**config.mk**
```make
export PLATFORM = sky130hd
export DESIGN_NAME = mux41_arb
export DESIGN_NICKNAME = d
export VERILOG_FILES = /design/src/rtl/mux41_arb_pkg.sv /design/src/rtl/rr_pick4.sv /design/src/rtl/mux41_arb.sv
export SDC_FILE = /design/constraint.sdc
export NUM_CORES = 1
export LEC_CHECK = 0
export ABC_AREA = 1
export ABC_CLOCK_PERIOD_IN_PS = 3030
export BUFFER_PORTS_ARGS = -buffer_cell sky130_fd_sc_hd__buf_2
export CAP_MARGIN = 10
export CORE_MARGIN = 2
export CORE_UTILIZATION = 30
export CTS_CLUSTER_SIZE = 25
export DETAILED_ROUTE_END_ITERATION = 6
export HOLD_SLACK_MARGIN = 0.03
export PLACE_DENSITY_LB_ADDON = 0.2
export SYNTH_ARGS = -nofsm -noshare
export SYNTH_HDL_FRONTEND = slang
export SYNTH_HIERARCHICAL = 1
export SYNTH_SLANG_ARGS = --single-unit
```
**constraint.sdc**
```tcl
create_clock -name clk -period 3.03 [get_ports clk]
set_input_delay 0.606 -clock clk [delete_from_list [all_inputs] [get_ports clk]]
set_output_delay 0.606 -clock clk [all_outputs]
set_load 0.005 [all_outputs]
```
**src/rtl/mux41_arb_pkg.sv**
```systemverilog
// Shared constants for the 4-way round-robin arbiter
// driving a mux41 data path select.
package mux41_arb_pkg;

  localparam int NREQ  = 4;
  localparam int CNT_W = 8;

  localparam logic [0:0] ST_IDLE  = 1'b0;
  localparam logic [0:0] ST_GRANT = 1'b1;

  function automatic logic [NREQ-1:0] onehot4(
    input logic [1:0] idx
  );
    return 4'b0001 << idx;
  endfunction

endpackage

```
**src/rtl/rr_pick4.sv**
```systemverilog
// Round-robin winner search: first set request
// strictly after last_i, wrapping 3 -> 0.
module rr_pick4
  import mux41_arb_pkg::*;
(
  input  logic [NREQ-1:0] req_i,
  input  logic [1:0]      last_i,
  output logic [1:0]      win_o,
  output logic            vld_o
);

  logic [1:0] idx;

  // Walk from farthest offset to nearest so the
  // nearest set request overwrites the others.
  always_comb begin
    win_o = last_i;
    vld_o = 1'b0;
    idx   = last_i;
    for (int k = NREQ; k >= 1; k--) begin
      idx = last_i + 2'(k);
      if (req_i[idx]) begin
        win_o = idx;
        vld_o = 1'b1;
      end
    end
  end

endmodule

```
**src/rtl/mux41_arb.sv**
```systemverilog
// Two-state round-robin arbiter with hold limit;
// all outputs come straight from flops.
module mux41_arb
  import mux41_arb_pkg::*;
#(
  parameter int MAX_HOLD = 15
) (
  input  logic            clk,
  input  logic            rst_n,
  input  logic [NREQ-1:0] req,
  input  logic            done,
  output logic [NREQ-1:0] gnt,
  output logic            s1,
  output logic            s2,
  output logic            busy,
  output logic            tmo
);

  localparam logic [CNT_W-1:0] HOLD_LAST =
    CNT_W'(MAX_HOLD - 1);

  logic [0:0]      state_q, state_d;
  logic [CNT_W-1:0] cnt_q, cnt_d;
  logic [1:0]      last_q, last_d;
  logic [1:0]      sel_q, sel_d;
  logic [NREQ-1:0] gnt_q, gnt_d;
  logic            busy_q, busy_d;
  logic            tmo_q, tmo_d;

  logic [1:0] win;
  logic       win_vld;
  logic       own_req;
  logic       rel;

  rr_pick4 u_pick (
    .req_i  (req),
    .last_i (last_q),
    .win_o  (win),
    .vld_o  (win_vld)
  );

  assign own_req = req[last_q];
  assign rel     = !own_req || done ||
                   (cnt_q == HOLD_LAST);

  always_comb begin
    state_d = state_q;
    cnt_d   = cnt_q;
    last_d  = last_q;
    sel_d   = sel_q;
    gnt_d   = gnt_q;
    busy_d  = busy_q;
    tmo_d   = 1'b0;
    unique case (state_q)
      ST_IDLE: begin
        if (win_vld) begin
          state_d = ST_GRANT;
          cnt_d   = '0;
          last_d  = win;
          sel_d   = win;
          gnt_d   = onehot4(win);
          busy_d  = 1'b1;
        end
      end
      ST_GRANT: begin
        if (rel) begin
          state_d = ST_IDLE;
          gnt_d   = '0;
          busy_d  = 1'b0;
          // only the hold limit is left as a cause
          tmo_d   = own_req && !done;
        end else begin
          cnt_d = cnt_q + 1'b1;
        end
      end
    endcase
  end

  always_ff @(posedge clk or negedge rst_n) begin
    if (!rst_n) begin
      state_q <= ST_IDLE;
      cnt_q   <= '0;
      last_q  <= 2'd3;
      sel_q   <= 2'd0;
      gnt_q   <= '0;
      busy_q  <= 1'b0;
      tmo_q   <= 1'b0;
    end else begin
      state_q <= state_d;
      cnt_q   <= cnt_d;
      last_q  <= last_d;
      sel_q   <= sel_d;
      gnt_q   <= gnt_d;
      busy_q  <= busy_d;
      tmo_q   <= tmo_d;
    end
  end

  assign gnt  = gnt_q;
  assign s1   = sel_q[1];
  assign s2   = sel_q[0];
  assign busy = busy_q;
  assign tmo  = tmo_q;

endmodule

```
=== Yosys cells after proc, flatten, opt, wreduce, memory -nomap -nowiden ===
Index checks and enable logic that the tools add are counted.

* Input port bits: 7
* Output and inout bits: 8
* Logic and storage cells: 58
* Bits in registers: 19

* $lt $le $gt $ge: 4
* Reductions and logical operators: 8
* Shift operators: 1
* Add/subtract/negate cells: 4
* Bitwise gates (word level): 1
* Equal/unequal tests: 4
* Multiplexer cells: 29

{| class="wikitable"
|+ Operators with widths
! kind !! count
|-
| 8-bit two-way mux || 2
|-
| 8-bit case mux with 2 select lines || 1
|-
| 1-bit two-way mux || 14
|-
| 2-bit by 3-bit less-than comparator with 1-bit output, second input constant || 4
|-
| 8-bit by 1-bit adder with 8-bit output, second input constant || 1
|-
| 1-bit binary-select mux with 2-bit select || 4
|-
| 8-bit by 4-bit equality test with 1-bit output, second input constant || 1
|-
| 4-bit two-way mux || 2
|-
| 4-bit case mux with 2 select lines || 1
|-
| 2-bit two-way mux || 3
|-
| 2-bit AND reduction || 3
|-
| 2-bit adder, second input constant || 2
|-
| 2-bit by 1-bit != test with 1-bit output, second input constant || 2
|-
| 1-bit case mux with 2 select lines || 2
|-
| 1-bit by 2-bit left shift with 4-bit output, first input constant || 1
|-
| 2-bit by 1-bit adder with 2-bit output, second input constant || 1
|-
| 1-bit zero test || 2
|-
| 1-bit logical OR || 2
|-
| 2-bit != test, second input constant || 1
|-
| 1-bit logical AND || 1
|-
| 1-bit NOT || 1
|}

=== Depth between registers and ports, before layout ===
* Depth in word-level cells: 9
* Depth in mapped cells: 14
* Gate-level depth less buffers: 13

=== By module ===
The synthesis kept the hierarchy.

{| class="wikitable"
|+ Modules (own cells, without submodules)
! module !! cells an instance !! sequential area each (sq um) !! times used !! area each (sq um)
|-
| mux41_arb || 132 || 478.0 || 1 || 1,016.0
|-
| rr_pick4 || 47 || 0.0 || 1 || 241.5
|}

=== Worst setup path after synthesis ===
No wires, ideal clock.

* Path type: register to register
* Start: register last_q[0]
* End: register cnt_q[6]
* Cell stages (with the launch flop): 13
* Data arrival time: 1,571 ps
* Path slack: 1,394 ps
* Buffers on the path: 2
* Library setup time: 65 ps
* Cells stage by stage: dfstp_2 buf_6 inv_8 nand2_4 nand2_2 nand2_1 nand2_2 a21oi_1 nand2_1 nand2_4 buf_4 nand3_1 nand2_1

* Cells in the longest elaborated chain, start to end: 8
* Elaborated cells on any way between the ends: 21
* Classes of those cells: 3 x add/sub; 2 x eq/ne; 12 x mux; 4 x reduce/logical

{| class="wikitable"
|+ RTL lines
! element !! line !! text
|-
| from (decl) || mux41_arb.sv:24 || <nowiki>logic [1:0] last_q, last_d;</nowiki>
|-
| from (signal assigned) || mux41_arb.sv:91 || <nowiki>last_q <= last_d;</nowiki>
|-
| 2-bit adder or 1-bit binary-select mux with 2-bit select (tied branches) || rr_pick4.sv:21, rr_pick4.sv:22 ||
|-
| 1-bit binary-select mux with 2-bit select or 1-bit two-way mux (tied branches) || rr_pick4.sv:22 || <nowiki>if (req_i[idx]) begin</nowiki>
|-
| 1-bit two-way mux (not written as such) || rr_pick4.sv:22 ||
|-
| 1-bit two-way mux (2 in series) || rr_pick4.sv:22 ||
|-
| 1-bit two-way mux (*) || rr_pick4.sv:22 ||
|-
| via win_vld || mux41_arb.sv:31 || <nowiki>logic win_vld;</nowiki>
|-
| 2-bit by 1-bit != test with 1-bit output (no line) (*) || n/a ||
|-
| 2-bit AND reduction (no line) (*) || n/a ||
|-
| to (signal assigned) || mux41_arb.sv:90 || <nowiki>cnt_q <= cnt_d;</nowiki>
|-
| to (decl) || mux41_arb.sv:23 || <nowiki>logic [CNT_W-1:0] cnt_q, cnt_d;</nowiki>
|}

The timed path passes the listed nets; every way through them passes the cells marked *. The select of a mux whose other input is x is not followed.
A chain may end at the register's enable or synchronous reset.

=== Worst setup path in the final report ===
* Start: register last_q[0]
* End: register last_q[1]

* Cells in the longest elaborated chain, start to end: 7
* Elaborated cells on any way between the ends: 19
* Classes of those cells: 3 x add/sub; 15 x mux; 1 x reduce/logical

{| class="wikitable"
|+ RTL lines
! element !! line
|-
| 2-bit adder or 1-bit binary-select mux with 2-bit select (tied branches) || rr_pick4.sv:21, rr_pick4.sv:22
|-
| 1-bit binary-select mux with 2-bit select or 1-bit two-way mux (tied branches) || rr_pick4.sv:22
|-
| 1-bit two-way mux (not written as such) || rr_pick4.sv:22
|-
| 1-bit two-way mux (2 in series) || rr_pick4.sv:22
|-
| 1-bit two-way mux (*) || rr_pick4.sv:22
|-
| via win_vld || mux41_arb.sv:31
|-
| 2-bit AND reduction (no line) (*) || n/a
|}

Marks and branches as above.

==> qor_table.md <==
| Metric | Value | Unit |
| --- | --- | --- |
| Start of the worst register-to-register path | last_q[0] | - |
| Leading cell type in the layout, fill and taps excluded | sky130_fd_sc_hd__nand2_1 | - |
| Number of post-CTS setup repair buffers | 0 | - |
| Cell count of the worst reg-to-reg path | 10 | - |
| Capture point of the critical path | last_q[1] | - |
| Number of flops mapped to enable cells by yosys | 0 | - |
| Clock Tree Root | sky130_fd_sc_hd__clkbuf_8 | - |
| Slew HR | 0.706 | - |
| Register-to-register setup slack | 1.14 | ns |
| Number of global-route vias before repair | 992 | - |
| Wirelength per Cell | 10.7 | µm |
| Via/cell ratio | 4.35 | - |
| Antenna Cells | 0 | - |
| Clock transition time at the flip-flop clock pins of the worst setup and hold paths | 0.07 | ns |
| Pin count of the biggest net entering global routing | 20 | - |
| Share of final-layout standard cells stronger than drive strength 1 | 0.237 | - |
| Max-cap violations | 0 | - |
| Number of nets in the synthesized netlist | 188 | - |
| Std-Cell Core Area | 4030 | µm² |
| Power density normalized to cell area | 923 | nW/µm² |
| Detailed Route Iter0 Violations | 56 | - |
| Critical Path End Type | register | - |
| Start point of the critical path | last_q[0] | - |
| Number of buffers added to fix hold violations after cts | 0 | - |
| Leakage power summed over all cells | 0.796 | nW |
| Antenna violations before repair | 0 | - |
| Clock period minus final worst setup slack | 1.89 | ns |
| Count of buffers inserted at the top-level ports | 14 | - |
| Area of the mapped netlist | 1260 | µm² |
| Hold Slack | 0.285 | ns |
| Die height | 68.7 | µm |
| Status | finished, final reports clean | - |
| Wire length of the first global-routing pass | 4.53 | mm |
| Number of unique standard cell types used by synthesis | 23 | - |
| Critical path class | reg2reg | - |
| Share of the cycle needed by the critical path after routing | 0.625 | - |
| Post-Syn Area per Cell | 7.02 | µm² |
| End of the worst register-to-register path | last_q[1] | - |
| Syn. warnings | 6 | - |
| Worst endpoint required time | 3.21 | ns |
| Synthesis-to-layout area growth | 12.3 | % |
| Final Routed Wirelength | 2.62 | mm |
| Fraction of the yosys area taken by sequential cells | 0.380 | - |
| RSZ-0062 raised after global routing | no | - |
| Maximum achievable frequency | 528 | MHz |
| Effective utilization at floorplan | 0.312 | - |
| Number of instances resized during post-cts repair | 0 | - |
| I/O pin cnt | 15 | - |
| Peak VDD IR | 0.000400 | V |
| Slew at the pin with the worst max-slew slack | 0.441 | ns |
| Main synth FF type | sky130_fd_sc_hd__dfrtp_1 | - |
| Overall track demand over capacity in global routing | 0.127 | - |
| Total CTS buffers | 3 | - |
| Startpoint type of the worst setup path | register | - |
| Routed vias | 1061 | - |
| DP HPWL | 1.91 | mm |
| Worst clock skew | 0.00132 | ns |
| Routability-driven placement congestion ratio | 0.792 | - |
| Number of nets in the layout | 204 | - |
| Number of H-tree levels | 1 | - |
| Area of the multi-input gates | 643 | µm² |
| Final TNS setup | 0 | ns |
| Horizontal die dimension | 68.7 | µm |
| Area occupied by registers | 478 | µm² |
| Total of endpoints with negative setup slack in the final report | 0 | - |
| Number of hold violations in the final report | 0 | - |
| Number of pins exceeding their max-slew limit in the final report | 0 | - |
| TritonCTS clock tree | done | - |
| Number of standard cells after synthesis | 179 | - |
| Total iterations of the first detailed-routing run | 4 | - |
| Number of cell rows | 23 | - |
| Aggregate global routing overflow | 0 | - |
| Clock sinks | 19 | - |
| Latest clock arrival within the worst-skew pair | 0.25 | ns |
| Fraction of synthesis flops using an asynchronous set or reset pin | 1.00 | - |
| Critical Path Fanout Max | 18 | - |
| Filler Cell Count | 451 | - |
| Flops & latches, synth | 19 | - |
| Antenna-violating nets left | 0 | - |
| Final Power | 0.00130 | W |
| Type of the worst min-delay path | in2async | - |
| DRC violations left | 0 | - |
| Number of buffers between clock root and the deepest sink | 2 | - |
| Crit path arrival time | 2.07 | ns |
| Area enclosed by the die boundary | 4730 | µm² |
| Commonest non-fill, non-tap cells in the layout | sky130_fd_sc_hd__nand2_1, sky130_fd_sc_hd__inv_1, sky130_fd_sc_hd__nand3_1 | - |
## sequential cells by signal, indices dropped and copies added (netlist names)
| name | count |
|---|---|
| busy | 1 |
| cnt_q | 8 |
| gnt | 4 |
| last_q | 2 |
| sel_q | 2 |
| state_q | 1 |
| tmo | 1 |
## layout make-up
class | count | area share
multi-input combinational | 129 | 0.455
sequential | 19 | 0.338
inverter | 28 | 0.0797
timing repair buffer | 14 | 0.0496
tap | 50 | 0.0443
clock buffer | 3 | 0.0292
clock inverter | 1 | 0.00354
## power by group
part / switching, W / internal (W) / leakage [nW]
Sequential: 0.0000916 / 0.000338 / 0.246
Combinational: 0.000464 / 0.000232 / 0.525
Clock: 0.0000866 / 0.0000914 / 0.0255
## through the flow
step	cell area, µm²	setup slack (ns)	std cells	util
finish	1410	1.14	244	0.351
global route	1410	0.956	244	0.351
CTS	1410	1.15	244	0.351
detailed placement	1370	1.16	240	0.339
global placement	1370	1.15	240	0.339
floorplan	1260	1.39	179	-
## how the worst min path moves through the flow
stage	startpoint	end	slack, ns	cells past startpoint
2_1_floorplan	rst_n	busy	0.31	0
3_3_place_gp	busy	busy	0.46	2
3_5_place_dp	busy	busy	0.46	2
4_1_cts	rst_n	cnt_q[4]	0.31	1
5_1_grt	rst_n	cnt_q[4]	0.32	1
6_report	rst_n	cnt_q[5]	0.28	1
## layer usage
metal  share of wire  global-route usage  wire, µm  vias up
met5               0                   0         0        -
met4               0             0.00735         0        0
met3           0.027              0.0357        72        0
met2            0.46               0.212      1200       13
met1            0.52               0.171      1350      469
li1                -                   -         -      579
## synth_stat cells, types with 2 or more instances
master                    count  area [µm²]
sky130_fd_sc_hd__a21oi_1      7        35.0
sky130_fd_sc_hd__dfrtp_1     17         425
sky130_fd_sc_hd__dfstp_2      2        52.6
sky130_fd_sc_hd__ha_1         2        25.0
sky130_fd_sc_hd__inv_1       23        86.3
sky130_fd_sc_hd__inv_2        4        15.0
sky130_fd_sc_hd__nand2_1     60         225
sky130_fd_sc_hd__nand2_2     13        81.3
sky130_fd_sc_hd__nand2_4      3        33.8
sky130_fd_sc_hd__nand3_1     22         110
sky130_fd_sc_hd__nor2_1      10        37.5
sky130_fd_sc_hd__nor2_2       2        12.5
sky130_fd_sc_hd__o21ai_0      3        15.0
sky130_fd_sc_hd__xor2_1       2        17.5
## kinds of logic (layout without fill, tap and decap cells)
group / count (synthesis) / in the layout / share of synthesized area
flip-flops: 19 / 19 / 0.380
XOR/XNOR: 2 / 2 / 0.0139
AO/OA/AOI/OAI: 12 / 12 / 0.0507
AND/OR/NAND/NOR: 113 / 113 / 0.427
buffers and inverters: 31 / 46 / 0.108
adder cells (fa/ha/maj): 2 / 2 / 0.0199
## critical path, stage by stage (launching register included)
cell and delay (ns):
sky130_fd_sc_hd__dfstp_2 0.72, sky130_fd_sc_hd__inv_8 0.07, sky130_fd_sc_hd__nand2_2 0.07, sky130_fd_sc_hd__nand2_2 0.06, sky130_fd_sc_hd__nand2_2 0.07, sky130_fd_sc_hd__nand2_2 0.06
sky130_fd_sc_hd__a21oi_1 0.13, sky130_fd_sc_hd__nand2_1 0.10, sky130_fd_sc_hd__nand2_4 0.21, sky130_fd_sc_hd__inv_1 0.13, sky130_fd_sc_hd__o21ai_0 0.18
Note: power is estimated with default switching activity, not from simulation.
